===== config.mk =====
export PLATFORM = sky130hd
export DESIGN_NAME = axi4_master_ctrl
export DESIGN_NICKNAME = d
export VERILOG_FILES = /design/src/rtl/axi4_master_ctrl.sv
export SDC_FILE = /design/constraint.sdc
export NUM_CORES = 1
export LEC_CHECK = 0
export ABC_AREA = 1
export CAP_MARGIN = 20
export CORE_ASPECT_RATIO = 0.5
export CORE_MARGIN = 5
export CORE_UTILIZATION = 30
export CTS_CLUSTER_DIAMETER = 200
export CTS_CLUSTER_SIZE = 40
export DETAILED_ROUTE_END_ITERATION = 7
export PLACE_DENSITY = 0.77
export SLEW_MARGIN = 15
export SYNTH_ARGS = -nofsm -noshare
export SYNTH_HDL_FRONTEND = slang
export SYNTH_SLANG_ARGS = --single-unit

===== constraint.sdc =====
create_clock -name ACLK -period 6.1 [get_ports ACLK]
set_input_delay 0.61 -clock ACLK [delete_from_list [all_inputs] [get_ports ACLK]]
set_output_delay 0.61 -clock ACLK [all_outputs]
set_load 0.02 [all_outputs]

===== src/rtl/axi4_master_ctrl.sv =====
// rtl/axi4_master_ctrl.sv - AXI4 burst master for local commands; define AXI4_MASTER_TIMEOUT_EN for the watchdog
module axi4_master_ctrl #(
  parameter int DATA_WIDTH     = 32,
  parameter int ADDR_WIDTH     = 16,
  parameter int TIMEOUT_CYCLES = 256
) (
  input  logic                  ACLK,
  input  logic                  ARESET,
  input  logic                  cmd_valid,
  output logic                  cmd_ready,
  input  logic                  cmd_write,
  input  logic [ADDR_WIDTH-1:0] cmd_addr,
  input  logic [7:0]            cmd_len,
  input  logic [2:0]            cmd_size,
  input  logic [DATA_WIDTH-1:0] wr_data,
  input  logic                  wr_valid,
  output logic                  wr_ready,
  output logic [DATA_WIDTH-1:0] rd_data,
  output logic                  rd_last,
  output logic                  rd_valid,
  input  logic                  rd_ready,
  output logic                  done,
  output logic                  done_err,
  output logic                  timeout,
  output logic [ADDR_WIDTH-1:0] AWADDR,
  output logic [7:0]            AWLEN,
  output logic [2:0]            AWSIZE,
  output logic                  AWVALID,
  input  logic                  AWREADY,
  output logic [DATA_WIDTH-1:0] WDATA,
  output logic                  WLAST,
  output logic                  WVALID,
  input  logic                  WREADY,
  input  logic [1:0]            BRESP,
  input  logic                  BVALID,
  output logic                  BREADY,
  output logic [ADDR_WIDTH-1:0] ARADDR,
  output logic [7:0]            ARLEN,
  output logic [2:0]            ARSIZE,
  output logic                  ARVALID,
  input  logic                  ARREADY,
  input  logic [DATA_WIDTH-1:0] RDATA,
  input  logic [1:0]            RRESP,
  input  logic                  RLAST,
  input  logic                  RVALID,
  output logic                  RREADY
);

  localparam logic [2:0] S_IDLE = 3'd0;
  localparam logic [2:0] S_REJ  = 3'd1;
  localparam logic [2:0] S_AW   = 3'd2;
  localparam logic [2:0] S_W    = 3'd3;
  localparam logic [2:0] S_B    = 3'd4;
  localparam logic [2:0] S_AR   = 3'd5;
  localparam logic [2:0] S_R    = 3'd6;

  logic [2:0]            state;
  logic [ADDR_WIDTH-1:0] ax_addr;
  logic [7:0]            ax_len;
  logic [2:0]            ax_size;
  logic [7:0]            beat_cnt;
  logic                  rd_err;
  logic                  done_q;
  logic                  done_err_q;

  logic [16:0] burst_bytes;
  logic [16:0] end_off;
  logic        size_bad;
  logic        cross_4k;
  logic        last_beat;
  logic        r_resp_err;
  logic        r_proto_err;
  logic        any_hs;

  // Command legality: beat size must fit the bus and the burst must stay inside one 4KB page
  always_comb begin
    burst_bytes = (17'(cmd_len) + 17'd1) << cmd_size;
    end_off     = 17'(cmd_addr[11:0]) + burst_bytes;
    cross_4k    = end_off > 17'd4096;
    size_bad    = (32'd1 << cmd_size) > 32'(DATA_WIDTH / 8);
  end

  assign last_beat   = (beat_cnt == ax_len);
  assign r_resp_err  = (RRESP != 2'b00);
  // RLAST must coincide exactly with the beat the master counts as last
  assign r_proto_err = RLAST ^ last_beat;
  assign any_hs      = (AWVALID && AWREADY) || (WVALID && WREADY) || (BVALID && BREADY) ||
                       (ARVALID && ARREADY) || (RVALID && RREADY);

  logic wd_fire;

`ifdef AXI4_MASTER_TIMEOUT_EN
  logic [15:0] wd_cnt;
  logic        timeout_q;
  logic        wd_active;

  assign wd_active = (state == S_AW) || (state == S_W) || (state == S_B) ||
                     (state == S_AR) || (state == S_R);
  assign wd_fire   = wd_active && !any_hs && ((wd_cnt + 16'd1) == 16'(TIMEOUT_CYCLES));
  assign timeout   = timeout_q;

  // Watchdog counts stalled cycles in bus states and restarts on any handshake or state entry
  always_ff @(posedge ACLK or posedge ARESET) begin
    if (ARESET) begin
      wd_cnt    <= 16'd0;
      timeout_q <= 1'b0;
    end else begin
      timeout_q <= wd_fire;
      if (!wd_active || any_hs || wd_fire) wd_cnt <= 16'd0;
      else                                 wd_cnt <= wd_cnt + 16'd1;
    end
  end
`else
  // Watchdog compiled out: never fires
  assign wd_fire = (TIMEOUT_CYCLES < 0) && any_hs;
  assign timeout = 1'b0;
`endif

  // Main sequencer: accept, check, run one AXI burst, report completion one cycle later
  always_ff @(posedge ACLK or posedge ARESET) begin
    if (ARESET) begin
      state      <= S_IDLE;
      ax_addr    <= '0;
      ax_len     <= 8'd0;
      ax_size    <= 3'd0;
      beat_cnt   <= 8'd0;
      rd_err     <= 1'b0;
      done_q     <= 1'b0;
      done_err_q <= 1'b0;
    end else begin
      done_q     <= 1'b0;
      done_err_q <= 1'b0;
      if (wd_fire) begin
        state      <= S_IDLE;
        done_q     <= 1'b1;
        done_err_q <= 1'b1;
      end else begin
        case (state)
          S_IDLE: if (cmd_valid) begin
            beat_cnt <= 8'd0;
            rd_err   <= 1'b0;
            if (size_bad || cross_4k) begin
              state <= S_REJ;
            end else begin
              ax_addr <= cmd_addr;
              ax_len  <= cmd_len;
              ax_size <= cmd_size;
              state   <= cmd_write ? S_AW : S_AR;
            end
          end
          S_REJ: begin
            state      <= S_IDLE;
            done_q     <= 1'b1;
            done_err_q <= 1'b1;
          end
          S_AW: if (AWREADY) state <= S_W;
          S_W: if (WVALID && WREADY) begin
            if (last_beat) state <= S_B;
            else           beat_cnt <= beat_cnt + 8'd1;
          end
          S_B: if (BVALID) begin
            state      <= S_IDLE;
            done_q     <= 1'b1;
            done_err_q <= (BRESP != 2'b00);
          end
          S_AR: if (ARREADY) state <= S_R;
          S_R: if (RVALID && RREADY) begin
            if (RLAST || last_beat) begin
              state      <= S_IDLE;
              done_q     <= 1'b1;
              done_err_q <= rd_err || r_resp_err || r_proto_err;
            end else begin
              beat_cnt <= beat_cnt + 8'd1;
              rd_err   <= rd_err || r_resp_err;
            end
          end
          default: state <= S_IDLE;
        endcase
      end
    end
  end

  assign cmd_ready = (state == S_IDLE);
  assign done      = done_q;
  assign done_err  = done_err_q;

  assign AWADDR  = ax_addr;
  assign AWLEN   = ax_len;
  assign AWSIZE  = ax_size;
  assign AWVALID = (state == S_AW);
  assign ARADDR  = ax_addr;
  assign ARLEN   = ax_len;
  assign ARSIZE  = ax_size;
  assign ARVALID = (state == S_AR);

  // Write and read data paths are straight wires gated by the active state
  assign WVALID   = (state == S_W) && wr_valid;
  assign wr_ready = (state == S_W) && WREADY;
  assign WDATA    = (state == S_W) ? wr_data : '0;
  assign WLAST    = (state == S_W) && last_beat;
  assign BREADY   = (state == S_B);

  assign RREADY   = (state == S_R) && rd_ready;
  assign rd_valid = (state == S_R) && RVALID;
  assign rd_data  = (state == S_R) ? RDATA : '0;
  assign rd_last  = (state == S_R) && last_beat;

endmodule


Word-level counts from Yosys, hierarchy flattened
Index checks and enable logic that the tools add are counted.
{ "totals": {"reg_bits": 41, "in_bits": 107} }
{ "classes": {"add_sub_neg": 3, "order_cmp": 2, "eq_ne": 17, "shift": 2, "muxes": 31, "bitwise_logic": 2, "reduce_logical": 21} }
{ "op_table": {"columns": ["cell", "n"], "rows": [
  ["$mux W32", 2],
  ["$mux W8", 5],
  ["$gt A32 B3 Y1 const B", 1],
  ["$shl A1 B3 Y32 const A", 1],
  ["$mux W3", 10],
  ["$pmux W8 S3", 1],
  ["$pmux W3 S6", 1],
  ["$add A12 B17 Y17", 1],
  ["$gt A17 B13 Y1 const B", 1],
  ["$shl A9 B3 Y17", 1],
  ["$ne A2 B2 Y1 const B", 8],
  ["$add A8 B1 Y9 const B", 1],
  ["$eq A3 B3 Y1 const B", 3],
  ["$mux W1", 9],
  ["$add A8 B1 Y8 const B", 1],
  ["$eq A8 B8 Y1", 1],
  ["$logic_and A1 B1 Y1", 8],
  ["$reduce_and A8 Y1", 1],
  ["$eq A3 B2 Y1 const B", 2],
  ["$pmux W1 S3", 2],
  ["$reduce_and A6 Y1", 1],
  ["$reduce_bool A2 Y1", 3],
  ["$logic_or A1 B1 Y1", 4],
  ["$ne A2 B1 Y1 const B", 2],
  ["other kinds (8)", 8]
]} }

Longest topological paths before layout
{ "depth": {"depth_word": 8, "depth_mapped": 26} }

Least setup slack after synthesis
No wires, ideal clock.
{ "synth_timing": {"path_kind": "input port to flip-flop", "startpoint": "input cmd_len[0]", "endpoint": "register ax_size[1], in the netlist ARSIZE[1]", "arrival_time_ps": 3172, "required_time_ps": 5972, "setup_slack_ps": 2799, "stages": 23, "path_cell_list": "ha_1 nand2_1 nor2_1 xor2_1 inv_1 nand2_1 o21ai_0 o21ai_0 o21ai_0 ha_1 a21oi_1 nor2_1 nor2_1 nand2_1 nand2_1 nand4_1 nand2_1 nand4_1 nand2_2 nand4_4 buf_6 nand2_1 o21ai_2"} }
{ "synth_via": {"elab_chain_cells": 7} }
{ "synth_lines": {"columns": ["item", "line", "rtl"], "rows": [
  ["from (decl)", "13", "input logic [7:0] cmd_len,"],
  ["$add A8 B1 Y9", "77", "burst_bytes = (17'(cmd_len) + 17'd1) << cmd_size;"],
  ["$shl A9 B3 Y17", "77", null],
  ["$add A12 B17 Y17", "78", "end_off = 17'(cmd_addr[11:0]) + burst_bytes;"],
  ["$gt A17 B13 Y1", "79", "cross_4k = end_off > 17'd4096;"],
  ["$logic_or A1 B1 Y1", "142", "if (size_bad || cross_4k) begin"],
  ["$not A1 Y1 (no source line)", null, null],
  ["$reduce_and A3 Y1 (no source line)", null, null],
  ["to (signal assigned)", "147", "ax_size <= cmd_size;"],
  ["to (decl)", "60", "logic [2:0] ax_size;"]
]} }
Every way passes these cells.
A chain may end at the register's enable or synchronous reset.

Final worst setup path
{ "layout_timing": {"startpoint": "input cmd_len[0]", "endpoint": "register ax_len[5], in the netlist ARLEN[5]"} }
{ "layout_via": {"elab_chain_cells": 7} }
{ "layout_lines": {"columns": ["item", "line", "rtl"], "rows": [
  ["$add A8 B1 Y9", "77", null],
  ["$shl A9 B3 Y17", "77", null],
  ["$add A12 B17 Y17", "78", null],
  ["$gt A17 B13 Y1", "79", null],
  ["$logic_or A1 B1 Y1", "142", null],
  ["$not A1 Y1 (no source line)", null, null],
  ["$reduce_and A3 Y1 (no source line)", null, null],
  ["to (signal assigned)", "146", "ax_len <= cmd_len;"],
  ["to (decl)", "59", "logic [7:0] ax_len;"]
]} }
Every way passes these cells.

==> flow_metrics.tcl <==
set metrics [dict create \
    status "completed" \
    synth_area_per_cell_um2 6.248 \
    overflow 0 \
    min_period_over_period_pct 78.68 \
    finalSetupViolCount 0 \
    synth_top_area_share_pct 25.30 \
    power.leakage_uw 0.003166 \
    timing.final.hold_violations 0 \
    ys_ff_latch 41 \
    synth_edf_count 0 \
    synthTopCellsByCount "148 x inv_1, 123 x nand2_1, 107 x nor2_1" \
    drt-initial-drc-count 245 \
    core_mm2 0.01340 \
    crit_end "ARLEN[5]" \
    netlist_instances 649 \
    cts_tree "yes" \
    routed_wl_um 13490 \
    startpoint "cmd_len[0]" \
    relSlewSlack_pct 42.14 \
    clk_latency_ps 280 \
    r2r-start "ARLEN[6]" \
    cts_setup_buffers 0 \
    die_y_um 92.21 \
    root_buffer "clkbuf_16" \
    clock_skew_ps 4.607 \
    grt_usage_pct 16.10 \
    hold_class "reg2reg" \
    critPathCaptureType "register" \
    min_path_cells 2 \
    finalWeightedCongestion 0.8801 \
    r2r_slack_ps 3630 \
    synth.mux.area_fraction_pct 0.2468 \
    htree_levels 2 \
    drive_gt1_share_pct 5.778 \
    setup_tns_ps 0 \
    cts.repair.resized 0 \
    clk_path_buf_depth 2 \
    fin_nets 972 \
    maxCapViolCount 0 \
    yosys.area_share.simple_pct 30.52 \
    via_count 4498 \
    antenna_cells 0 \
    nFillCells 1294 \
    syn_to_final_growth_pct 60.10 \
    synthAdderAreaFrac_pct 5.430 \
    busiest_layer "met2" \
    ios 238 \
    grt_max_degree 54 \
    use_met1_pct 19.01 \
    cp-start-kind "input pin" \
    ys_seq_area_share_pct 25.30 \
    met3_usage_pct 2.512 \
    initial_core_util_pct 30.26 \
    slew_viol_final 0 \
    hpwl_um 11360 \
    cts.sinks 41 \
    worstMarginPinSlew_ps 866.2 \
    grt_pass1_vias 4270 \
    rows 30 \
    clk_pin_slew_worst_paths_ps 60 \
    synth_top_cell_by_area "dfrtp_1" \
    fmax_mhz 208.4 \
    ant_nets 0 \
    cts_made_buffers 5 \
    reg2reg_to "beat_cnt[7]" \
    p_per_area_mw_per_mm2 313.9 \
    period_minus_slack_ps 4799 \
    synth_area_mm2 0.004055 \
    synth_area_leaders "dfrtp_1 25%, inv_1 14%, nand2_1 11%" \
    async_flop_share_pct 100.0 \
    synthXorXnorAreaFrac_pct 2.376 \
    stdcell_count 1024 \
    antenna_found_initial 0 \
    drc 0 \
    synth_cell_type_count 39 \
    final_util_pct 48.45 \
    yosys_warnings 0 \
    synth_most_common_cell "inv_1" \
    crit_arrival_ps 4940 \
    cp.required_ps 6240 \
    io_buffers 236 \
    dr.pass1.iters 5 \
    synth_compound_area_share_pct 14.13 \
    cts_hold_buf 0 \
    ir_drop_v 0.0002253 \
    synth_ff_type "dfrtp_1" \
    viasPerCell 4.393 \
    dp.cells 1017 \
    grt_pass1_wl_um 21910 \
    dieArea_mm2 0.01608 \
    reg2regPathDepth 12 \
    avgRoutedWirePerCell_um 13.17 \
    rsz0062_at_grt "false" \
    criticalPathCategory "in2reg" \
    use_met2_pct 31.34 \
    chipWidth_um 174.4 \
    path_max_fanout 53 \
    synth_top_family_by_area "simple AND/OR/NAND/NOR gates" \
    synth_fp_nets 773 \
]
-- report_power, final --
part | internal, uW | total, uW | leakage (uW) | switching, uW
Sequential | 379 | 487 | 0.000526 | 108
Clock | 150 | 256 | 0.0000669 | 106
Combinational | 597 | 1290 | 0.00257 | 698
Total | 1130 | 2040 | 0.00317 | 912
-- worst max-delay path, stage by stage --
cell and delay, ps:
clkdlybuf4s50_1 580, ha_1 200, nand2_1 70, nor2_1 130, xor2_1 150, inv_1 60, nand2_1 50, o21ai_0 120
o21ai_0 260, o21ai_0 160, ha_1 390, a21oi_1 260, nor2_1 80, nor2_1 150, nand3_1 90, nand2_1 80
nand3_1 80, nor2_1 110, nand4_1 110, nand2_2 130, nand4_4 650, nand2_1 270, o21ai_1 90
-- cell type report --
class                   instances  area (um2)  share of cell area (%)
inverters                     152       570.5                   8.788
well taps                     176       220.2                   3.392
repair buffers                238        2397                   36.92
multi-input cells             410        2141                   32.97
flip-flops and latches         41        1026                   15.80
clock buffers                   6       128.9                   1.985
clock inverters                 1       8.758                  0.1349
-- cells by family (layout without fill, tap and decap cells) --
logic type      count (synthesis)  count (layout)
simple gates                  289             289
buf+inv                       198             397
compound gates                 91              91
flops                          41              41
fa+ha+maj                      17              17
xor+xnor                       11              11
other cells                     1               1
mux                             1               1
-- metal layers --
metal / up-vias / wire [um] / part of all wire [%]
li1: 2350 / - / -
met5: - / 0 / 0
met2: 118 / 7190 / 53
met1: 2024 / 5625 / 42
met3: 6 / 576 / 4.3
met4: 0 / 95 / 0.70
-- flip-flops by register name (all words and copies together), names as in the netlist --
name / flops
ARLEN: 8
done_err: 1
beat_cnt: 8
done: 1
ARSIZE: 3
ARADDR: 16
rd_err: 1
state: 3
-- through the flow --
stage                     power [uW]  worst slack [ps]  cell area (um2)  hold WS (ps)
after floorplan                 1289              2799             4055         480.8
after global placement          1759              1202             6327         482.9
after detailed placement        1793              1043             6355         493.7
after CTS                       2054              1301             6492         508.4
after global routing            2170             830.2             6492         526.1
final                           2038              1301             6492         509.3
-- layout by cell type (no fill, tap or decap), types with 2 or more instances in the layout --
| master | synthesis | routed |
|---|---|---|
| a21oi_1 | 22 | 22 |
| clkbuf_16 | 0 | 5 |
| clkdlybuf4s50_1 | 0 | 236 |
| dfrtp_1 | 41 | 41 |
| ha_1 | 16 | 16 |
| inv_1 | 148 | 147 |
| inv_2 | 4 | 4 |
| nand2_1 | 123 | 123 |
| nand2_2 | 4 | 4 |
| nand3_1 | 23 | 23 |
| nand3_2 | 2 | 2 |
| nand4_1 | 9 | 9 |
| nor2_1 | 107 | 107 |
| nor3_1 | 8 | 8 |
| nor4_1 | 4 | 4 |
| o2111ai_1 | 2 | 2 |
| o211ai_1 | 2 | 2 |
| o21ai_0 | 30 | 30 |
| o21ai_1 | 5 | 5 |
| o21ai_2 | 22 | 22 |
| o21bai_1 | 3 | 3 |
| o22ai_1 | 2 | 2 |
| or2_2 | 4 | 4 |
| xnor2_1 | 7 | 7 |
| xor2_1 | 4 | 4 |
-- worst min path at each step --
| stage | to | from |
|---|---|---|
| 2_1_floorplan | rd_err | rd_err |
| 3_3_place_gp | ARSIZE[2] | ARSIZE[2] |
| 3_5_place_dp | ARSIZE[2] | ARSIZE[2] |
| 4_1_cts | ARSIZE[2] | ARSIZE[2] |
| 5_1_grt | rd_err | rd_err |
| 6_report | ARSIZE[2] | ARSIZE[2] |
(Power assumes the default switching activity.)
